### src/rtl/window_pkg.sv
// ---------------------------------------------------------------------------
// window_pkg
// Shared definitions for the sliding-window generator.
//   DEF_K, DEF_IMG_W, DEF_IMG_H : default window side and image dimensions
//   state_t                     : window generator FSM states
// ---------------------------------------------------------------------------
package window_pkg;

  localparam int DEF_K     = 5;
  localparam int DEF_IMG_W = 64;
  localparam int DEF_IMG_H = 64;

  typedef enum logic [1:0] {
    FILL  = 2'd0,
    START = 2'd1,
    EMIT  = 2'd2,
    WAIT  = 2'd3
  } state_t;

endpackage

### src/rtl/window_gen_line_buffer.sv
// ---------------------------------------------------------------------------
// line_buffer
// One image line of pixel storage, DEPTH x WIDTH bits, with a single address
// shared by the write and read ports.
//   clk_i   : clock, rising edge
//   we_i    : write enable
//   addr_i  : read/write address (pixel column)
//   wdata_i : data written at the next rising edge when we_i is high
//   rdata_o : asynchronous read of the current contents at addr_i
// Contents are intentionally not reset.
// ---------------------------------------------------------------------------
module line_buffer #(
  parameter int DEPTH = 64,
  parameter int WIDTH = 8,
  parameter int AW    = (DEPTH > 1) ? $clog2(DEPTH) : 1
) (
  input  logic             clk_i,
  input  logic             we_i,
  input  logic [AW-1:0]    addr_i,
  input  logic [WIDTH-1:0] wdata_i,
  output logic [WIDTH-1:0] rdata_o
);

  logic [WIDTH-1:0] mem_q [DEPTH];

  // Read returns the value from one line ago; the write replaces it at the
  // same edge, which makes the buffer behave as a one-line delay.
  always_ff @(posedge clk_i) begin
    if (we_i) begin
      mem_q[addr_i] <= wdata_i;
    end
  end

  assign rdata_o = mem_q[addr_i];

endmodule

### src/rtl/window_gen.sv
// ---------------------------------------------------------------------------
// window_gen
// Builds a KxK window around each interior pixel of a raster image and
// serializes it, row-major from the top-left sample, to a median stage.
//
// Parameters: IMG_W, IMG_H (K..255), K (3, 5 or 7)
// Ports:
//   clk_i_window   : clock, rising edge
//   rst_i_window   : synchronous active-high reset
//   frame_start_i  : concurrent/next pixel is row 0, col 0; aborts emission
//   pix_valid_i    : raster pixel valid
//   pix_i          : raster pixel
//   pix_ready_o    : high in FILL; pixel accepted when valid & ready
//   win_start_o    : one-cycle pulse before a window is serialized
//   win_data_o     : serialized window sample (0 when not valid)
//   win_valid_o    : win_data_o valid
//   done_i         : median-stage done pulse, honoured only in WAIT
//   win_row_o/col_o: centre coordinates of the current window
//   busy_o         : high in any state other than FILL
//   window_cnt_o   : emitted-window count
//
// Build option: define WINDOW_CNT_EN to build the 16-bit window counter;
// otherwise window_cnt_o is tied to 0.
// ---------------------------------------------------------------------------
module window_gen
  import window_pkg::*;
#(
  parameter int IMG_W = DEF_IMG_W,
  parameter int IMG_H = DEF_IMG_H,
  parameter int K     = DEF_K
) (
  input  logic        clk_i_window,
  input  logic        rst_i_window,
  input  logic        frame_start_i,
  input  logic        pix_valid_i,
  input  logic [7:0]  pix_i,
  output logic        pix_ready_o,
  output logic        win_start_o,
  output logic [7:0]  win_data_o,
  output logic        win_valid_o,
  input  logic        done_i,
  output logic [7:0]  win_row_o,
  output logic [7:0]  win_col_o,
  output logic        busy_o,
  output logic [15:0] window_cnt_o
);

  localparam int HALF = (K - 1) / 2;
  localparam int CW   = $clog2(K);
  localparam int AW   = (IMG_W > 1) ? $clog2(IMG_W) : 1;

  state_t          state_q, state_d;
  logic [7:0]      row_q, row_d;
  logic [7:0]      col_q, col_d;
  logic [7:0]      win_row_q, win_row_d;
  logic [7:0]      win_col_q, win_col_d;
  logic [CW-1:0]   emit_r_q, emit_r_d;
  logic [CW-1:0]   emit_c_q, emit_c_d;

  logic            accept;
  logic [7:0]      cur_row;
  logic [7:0]      cur_col;

  logic [7:0]      lb_wd  [K-1];
  logic [7:0]      lb_rd  [K-1];
  logic [7:0]      col_new [K];
  logic [7:0]      win_q  [K][K];
  logic [7:0]      win_d  [K][K];

  // A frame start takes the concurrent pixel as (0,0) even outside FILL.
  assign accept  = pix_valid_i & ((state_q == FILL) | frame_start_i);
  assign cur_row = frame_start_i ? 8'd0 : row_q;
  assign cur_col = frame_start_i ? 8'd0 : col_q;

  // Line buffer chain: buffer 0 delays the raster by one line, buffer i by
  // i+1 lines, so the reads at the current column give the column above.
  for (genvar i = 0; i < K - 1; i++) begin : g_lb
    if (i == 0) begin : g_first
      assign lb_wd[i] = pix_i;
    end else begin : g_chain
      assign lb_wd[i] = lb_rd[i-1];
    end
    line_buffer #(
      .DEPTH (IMG_W),
      .WIDTH (8),
      .AW    (AW)
    ) u_line_buffer (
      .clk_i   (clk_i_window),
      .we_i    (accept),
      .addr_i  (cur_col[AW-1:0]),
      .wdata_i (lb_wd[i]),
      .rdata_o (lb_rd[i])
    );
  end

  // New right-hand column: oldest line on top, the live pixel at the bottom.
  always_comb begin
    for (int r = 0; r < K; r++) begin
      col_new[r] = 8'd0;
    end
    for (int r = 0; r < K - 1; r++) begin
      col_new[r] = lb_rd[K-2-r];
    end
    col_new[K-1] = pix_i;
  end

  // Window register shifts one column left per accepted pixel.
  always_comb begin
    win_d = win_q;
    if (accept) begin
      for (int r = 0; r < K; r++) begin
        for (int c = 0; c < K - 1; c++) begin
          win_d[r][c] = win_q[r][c+1];
        end
        win_d[r][K-1] = col_new[r];
      end
    end
  end

  // Window contents carry no reset; row/col gating hides stale samples.
  always_ff @(posedge clk_i_window) begin
    win_q <= win_d;
  end

  // Raster position tracking and FSM next state.
  always_comb begin
    state_d   = state_q;
    row_d     = cur_row;
    col_d     = cur_col;
    win_row_d = win_row_q;
    win_col_d = win_col_q;
    emit_r_d  = emit_r_q;
    emit_c_d  = emit_c_q;

    if (accept) begin
      if (cur_col == 8'(IMG_W - 1)) begin
        col_d = 8'd0;
        row_d = (cur_row == 8'(IMG_H - 1)) ? 8'd0 : cur_row + 8'd1;
      end else begin
        col_d = cur_col + 8'd1;
      end
    end

    case (state_q)
      FILL: begin
        // A full window exists once the pixel at its bottom-right arrives.
        if (accept && (cur_row >= 8'(K - 1)) && (cur_col >= 8'(K - 1))) begin
          state_d   = START;
          win_row_d = cur_row - 8'(HALF);
          win_col_d = cur_col - 8'(HALF);
        end
      end
      START: begin
        state_d  = EMIT;
        emit_r_d = '0;
        emit_c_d = '0;
      end
      EMIT: begin
        if (emit_c_q == CW'(K - 1)) begin
          emit_c_d = '0;
          if (emit_r_q == CW'(K - 1)) begin
            state_d = WAIT;
          end else begin
            emit_r_d = emit_r_q + 1'b1;
          end
        end else begin
          emit_c_d = emit_c_q + 1'b1;
        end
      end
      WAIT: begin
        if (done_i) begin
          state_d = FILL;
        end
      end
      default: state_d = FILL;
    endcase

    if (frame_start_i) begin
      state_d  = FILL;
      emit_r_d = '0;
      emit_c_d = '0;
    end
  end

  always_ff @(posedge clk_i_window) begin
    if (rst_i_window) begin
      state_q   <= FILL;
      row_q     <= 8'd0;
      col_q     <= 8'd0;
      win_row_q <= 8'd0;
      win_col_q <= 8'd0;
      emit_r_q  <= '0;
      emit_c_q  <= '0;
    end else begin
      state_q   <= state_d;
      row_q     <= row_d;
      col_q     <= col_d;
      win_row_q <= win_row_d;
      win_col_q <= win_col_d;
      emit_r_q  <= emit_r_d;
      emit_c_q  <= emit_c_d;
    end
  end

`ifdef WINDOW_CNT_EN
  logic [15:0] window_cnt_q, window_cnt_d;

  // One count per START cycle; wraps naturally at 16 bits.
  always_comb begin
    window_cnt_d = window_cnt_q;
    if (state_q == START) begin
      window_cnt_d = window_cnt_q + 16'd1;
    end
  end

  always_ff @(posedge clk_i_window) begin
    if (rst_i_window) begin
      window_cnt_q <= 16'd0;
    end else begin
      window_cnt_q <= window_cnt_d;
    end
  end

  assign window_cnt_o = window_cnt_q;
`else
  assign window_cnt_o = 16'd0;
`endif

  assign pix_ready_o = (state_q == FILL);
  assign busy_o      = (state_q != FILL);
  assign win_start_o = (state_q == START);
  assign win_valid_o = (state_q == EMIT);
  assign win_data_o  = (state_q == EMIT) ? win_q[emit_r_q][emit_c_q] : 8'd0;
  assign win_row_o   = win_row_q;
  assign win_col_o   = win_col_q;

endmodule
### config.mk
export PLATFORM = sky130hd
export DESIGN_NAME = window_gen
export DESIGN_NICKNAME = d
export VERILOG_FILES = /design/src/rtl/window_pkg.sv /design/src/rtl/window_gen_line_buffer.sv /design/src/rtl/window_gen.sv
export SDC_FILE = /design/constraint.sdc
export NUM_CORES = 2
export LEC_CHECK = 0
export ABC_AREA = 0
export BUFFER_PORTS_ARGS = -buffer_cell sky130_fd_sc_hd__buf_2
export CORE_ASPECT_RATIO = 1.25
export CORE_MARGIN = 2
export CORE_UTILIZATION = 60
export DETAILED_ROUTE_END_ITERATION = 10
export HOLD_SLACK_MARGIN = 0.05
export PLACE_DENSITY_LB_ADDON = 0.2
export SLEW_MARGIN = 20
export SYNTH_ARGS = -nofsm -noshare
export SYNTH_HDL_FRONTEND = slang
export SYNTH_SLANG_ARGS = --single-unit
### constraint.sdc
create_clock -name clk_i_window -period 8.05 [get_ports clk_i_window]
set_input_delay 1.2075 -clock clk_i_window [delete_from_list [all_inputs] [get_ports clk_i_window]]
set_output_delay 1.2075 -clock clk_i_window [all_outputs]
set_load 0.05 [all_outputs]
**Yosys cells after proc, flatten, opt, wreduce, memory -nomap -nowiden**

Memory sizes are Yosys's and may differ from the RTL's. A register that Yosys moved wholly into a read port is not among the register bits.
Index checks and enable logic that the tools add are counted.

- Register bits: 232
- RAM bits: 2048
- Bits of input ports: 13
- Output and inout bits: 44
- Word-level logic and storage cells: 96
- Memories: 4

Memories:

| memory | words | width | rd ports | clocked after memory_dff | wr ports | line | RTL |
|---|---|---|---|---|---|---|---|
| g_lb[0].u_line_buffer.mem_q | 64 | 8 | 1 | 0 | 1 | window_gen_line_buffer.sv:24 | `logic [WIDTH-1:0] mem_q [DEPTH];` |
| g_lb[1].u_line_buffer.mem_q | 64 | 8 | 1 | 0 | 1 | window_gen_line_buffer.sv:24 |  |
| g_lb[2].u_line_buffer.mem_q | 64 | 8 | 1 | 0 | 1 | window_gen_line_buffer.sv:24 |  |
| g_lb[3].u_line_buffer.mem_q | 64 | 8 | 1 | 1 | 1 | window_gen_line_buffer.sv:24 |  |

- $add $sub $neg: 6
- Order comparisons: 4
- Eq/ne operators: 12
- Mux-type cells: 26
- Bitwise operators: 4
- Reductions and logical operators: 9

Operators by type and width:

| kind | number |
|---|---|
| binary-select mux 40 bit (select 3 bit) | 1 |
| two-way mux 40 bit | 2 |
| two-way mux 8 bit | 10 |
| binary-select mux 8 bit (select 3 bit) | 1 |
| adder 8 x 1 -> 8 bit, second input constant | 2 |
| == test 8 x 6 -> 1 bit, second input constant | 2 |
| >= comparator 8 x 3 -> 1 bit, second input constant | 2 |
| subtractor 8 x 2 -> 8 bit, second input constant | 2 |
| one-hot mux 3 bit (2 select lines) | 2 |
| two-way mux 3 bit | 3 |
| >= comparator 4 bit, second input constant | 2 |
| two-way mux 2 bit | 4 |
| NOT 3 -> 4 bit | 2 |
| one-hot mux 2 bit (4 select lines) | 1 |
| adder 3 x 1 -> 3 bit, second input constant | 2 |
| == test 3 bit, second input constant | 2 |
| != test 2 x 1 -> 1 bit, second input constant | 3 |
| == test 2 bit, second input constant | 2 |
| != test 2 bit, second input constant | 2 |
| AND reduction 4 bit | 1 |
| nonzero test 2 bit | 2 |
| AND reduction 3 bit | 1 |
| == test 2 x 1 -> 1 bit, second input constant | 1 |
| logical AND 1 bit | 2 |
| 6 further kinds | 7 |

**Logic depth before layout (Yosys ltp)**

- Word-level depth: 8
- Gate-level depth with buffers: 12
- Gate-level depth less buffers: 8

**Cells and area by module**

Synthesis repeated with hierarchy kept, for this count alone.

- Cells, all modules: 5351
- Area, all modules: 91351.4 um^2

Modules (own cells, without submodules):

| module | instances | cells an instance | area an instance (um^2) | seq. area each (um^2) |
|---|---|---|---|---|
| line_buffer | 4 | 1163 | 20289.5 | 15374.7 |
| window_gen | 1 | 699 | 10193.5 | 6806.5 |

**Worst setup path after synthesis**

No wires, ideal clock.

- Kind: input-to-reg
- Start point: input port frame_start_i
- End point: register col_q[2]
- Setup time: 0.119 ns
- Data arrival time: 6.216 ns
- Required time: 7.931 ns
- Path slack: 1.715 ns
- Stages on the path: 7
- Path buffers: 2
- Path through: buf_6 -> buf_2 -> o21ai_0 -> inv_1 -> nand2_1 -> xnor2_1 -> nor2_1

- Elaborated cells on any way between the ends: 7
- Classes of those cells: 1 x add/sub; 1 x eq/ne; 3 x mux; 2 x bitwise

RTL lines:

| what | line | RTL |
|---|---|---|
| from (decl) | window_gen.sv:34 | `input logic frame_start_i,` |
| OR 1 bit | window_gen.sv:71 | `assign accept = pix_valid_i & ((state_q == FILL) \| frame_start_i);` |
| bitwise AND 1 bit | window_gen.sv:71 |  |
| net accept | window_gen.sv:60 | `logic accept;` |
| two-way mux 8 bit | window_gen.sv:135 | `if (accept) begin` |
| to (signal assigned) | window_gen.sv:197 | `col_q <= col_d;` |
| to (decl) | window_gen.sv:54 | `logic [7:0] col_q, col_d;` |

The timed path passes the listed nets, and every way through them passes these cells.
A chain may end at the register's enable or synchronous reset.

==> results.txt <==
* Number of vias per cell after detailed routing: 7.07
- The first detailed-routing pass ran for 6 iterations.
- Multiplexer cells account for 9.41% of the synthesized area.
* Final net count: 5,365
- Clock skew on the completed layout was measured at 0.0410 ns.
- Average routed wire per standard cell: 36.0 um
* Critical path type: flip-flop to flip-flop
* Initial cell density of the core: 60.5%
- The worst-case IR drop observed on VDD is 0.000247 V.
- CTS tree: done
- Sequential elements use 76.0% of the synthesized area.
- Path category of the worst min-delay check: flip-flop to flip-flop
- The count of nets left with antenna violations once routing finished came out at 0.
* Power per Cell Area: 241 nW/um2
- Number of I/O pins: 57
- Clock H-tree levels: 4
- Counting distinct cell types in the post-synthesis netlist gives 82.
* Tmin final: 5.38 ns
- Along the worst path, the maximum fanout reaches 109.
* Top post-synthesis cells by count: 2,248 x edfxtp_1, 398 x mux2_2, 289 x a21oi_1, 257 x nand2_1, 223 x o21ai_0
* Achievable clock frequency: 0.186 GHz
- DRC violations left: 0
- Height of the die: 437 um
- Share of post-route cells with drive strength above 1: 21.5%
- The die is 350 um wide.
- Post-CTS Repair Setup Buffers: 0
- Number of resized instances in the post-cts repair step: 0
* Max-cap viol count: 0
* Die area: 153,000 um2
* Kind of capture point of the worst setup path: flip-flop
* Post-synth EDFFs: 2,248
- The cell sitting at the root of the clock tree is a clkbuf_16.
- Routability-driven placement finished with a final weighted congestion of 0.934.
- In this run, synthesis produced a sequential element count of 2,288.
- For flop-to-flop paths, the worst setup slack is 2.67 ns.
- Basic-gate share of the synthesized area counting and, or, nand and nor cells: 3.29%
* Count of filler cells inserted in the layout: 9,688
- The final route contains 53,066 vias.
- Max-slew violation total from the final report: 0
* Number of CTS-inserted buffers: 208
- # rows: 158
- For this design, the sink count on the clock tree is 2,288.
- Of the post-synthesis cell area, the dominant cell type holds 75.1%.
* Pin count of the biggest net entering global routing: 188
- Half-perimeter wire length of the detailed placement result: 152,000 um
- Proportion of register bits with asynchronous set or reset after synthesis: 0%
- Clock latency on the worst-skew pair, taken at its later pin, is 0.87 ns.
- Area taken by multi-input logic gates: 20,900 um2
- Compound-gate portion of the synthesized area: 8.92%
- The first global-routing pass estimated 378,000 um of wire.
- At the worst endpoint, the required time is 8.62 ns.
- Cell with the most instances after synthesis: edfxtp_1
* Standby leakage power: 0.0316 uW
* Number of global-route vias before repair: 51,332
- Number of DRC violations after detailed-routing iteration 0: 8,162
- In this run the deepest clock path goes through 3 buffers.
- Setup Total Neg Slack: 0 ns
- Global routing used 35.4% of the available tracks across all layers.
- Adder and majority cell fraction of the synthesized area: 0.251%
* Final Routed Wirelength: 270,000 um
- Sequential cell area in the final layout: 68,300 um2
- Counting every instance in the synthesized netlist gives 5,236.
- In this run the cell area of the synthesized design comes to 89,900 um2.
- The synthesized netlist devotes 0.146% of its cell area to XOR and XNOR gates.
* Number of setup violations in the final report: 0
- A synthesized cell averages 17.2 um2.
- Relative slew slack: 15.0%
- Setup repair after global routing left no endpoint under its margin.
- Critical Path Source Type: flip-flop
* Final cycle utilization of the critical path: 66.9%
- Buffers inserted to repair hold after CTS numbered 0.
- Core area: 149,000 um2
- Area added between synthesis and finish: 11.9%
* Cells taking the most area after synthesis: edfxtp_1 75%, mux2_2 5.0%, mux2i_1 2.2%, mux4_2 2.1%, a21oi_1 1.6%
- During synthesis, Yosys emitted a total of 0 warnings.
- The most used flip-flop cell after synthesis is edfxtp_1.
- Number of antenna violations at the first check in global routing: 15
- Total grt overflow: 0
* Final hold violations: 0
- The run finished with clean final reports.
- Register clock-pin slew on the reported worst setup and hold paths: 0.06 ns
- In this run the tool buffered the top-level ports with 40 buffer cells.
- Actual slew at the worst max-slew pin: 1.26 ns
* Post-layout power: 24,300 uW
- Data arrives at the worst endpoint at 5.95 ns.
- By area, the combinational part of the netlist is dominated by multiplexers.
- edfxtp_1 takes more of the synthesized area than any other cell.
-- registers in the layout (all words and copies together) (netlist names) --
signal / cells
col_q: 8
emit_c_q: 3
emit_r_q: 3
row_q: 8
state_q: 2
win_row_o: 8
g_lb.u_line_buffer.mem_q: 2048
win_col_o: 8
win_q: 200
-- power breakdown --
part,internal (uW),switching (uW)
clock,5570,4340
combinational,252,734
sequential,13300,56.9
-- worst max-delay path, stage by stage (launching register included) --
cell	delay [ns]
dfxtp_4	0.91
buf_12	0.60
nand2b_4	0.48
buf_4	0.41
o21ai_0	0.19
a21oi_1	0.10
o31ai_1	0.91
o2111ai_4	0.76
buf_4	0.49
-- kinds of logic after synthesis --
logic type                 count (synthesis)
xor gates and xnor gates                  15
buffers and inverters                    393
AOI/OAI and AO/OA                       1215
DFF                                     2288
adders and majority gates                 18
muxes                                    689
other                                      1
and+or+nand+nor                          617
-- worst paths after layout --
kind,from,end,cells past startpoint
worst max-delay path,col_q[0],g_lb[1].u_line_buffer.mem_q[46][4],8
worst min-delay path,win_q[104],win_q[112],0
worst max register to register,col_q[0],g_lb[1].u_line_buffer.mem_q[46][4],8
worst min register to register,win_q[104],win_q[112],0
-- metal layers --
layer,global-route usage [%],wire (um)
met5,0,97
met4,22.4,20500
met3,7.92,33700
met2,53.5,123000
met1,47.1,92900
-- layout by cell type, fill, tap and decap left out, types with 21 or more instances in the layout --
master,count
o22ai_1,117
and3b_1,57
edfxtp_1,2248
dfxtp_1,35
mux2i_1,199
mux4_2,84
a221o_1,28
nor2b_1,25
clkbuf_1,47
nand2_1,257
clkinv_2,29
a221oi_1,68
o31ai_1,67
a31oi_1,37
a2bb2oi_1,28
a211oi_1,96
buf_4,184
a21oi_1,289
nor2_1,111
o21ai_0,222
bufinv_16,21
nor2_4,65
buf_2,40
nand3_1,35
o2111ai_4,21
clkinv_1,38
mux2_2,398
clkbuf_16,211
a22oi_1,78
o221ai_1,67
-- stage by stage --
stage	hold WS, ns	setup slack (ns)	utilization [%]	instance area [um2]	std cells
3_3_place_gp	0.421	2.20	63.1	93700	7122
2_1_floorplan	0.420	1.71	-	90000	5251
3_5_place_dp	0.427	2.21	63.1	93800	7124
5_1_grt	0.450	2.68	67.7	101000	7508
6_report	0.441	2.67	67.7	101000	7511
4_1_cts	0.442	2.76	67.7	101000	7508
-- layout make-up --
class | count | share of cell area [%]
Sequential cell | 2288 | 67.9
Multi-Input combinational cell | 2570 | 20.8
Clock buffer | 269 | 5.55
Tap cell | 2000 | 2.49
Timing Repair Buffer | 243 | 1.95
Clock inverter | 115 | 1.18
Inverter | 23 | 0.106
Antenna cell | 3 | 0.00746
(Power assumes the default switching activity.)
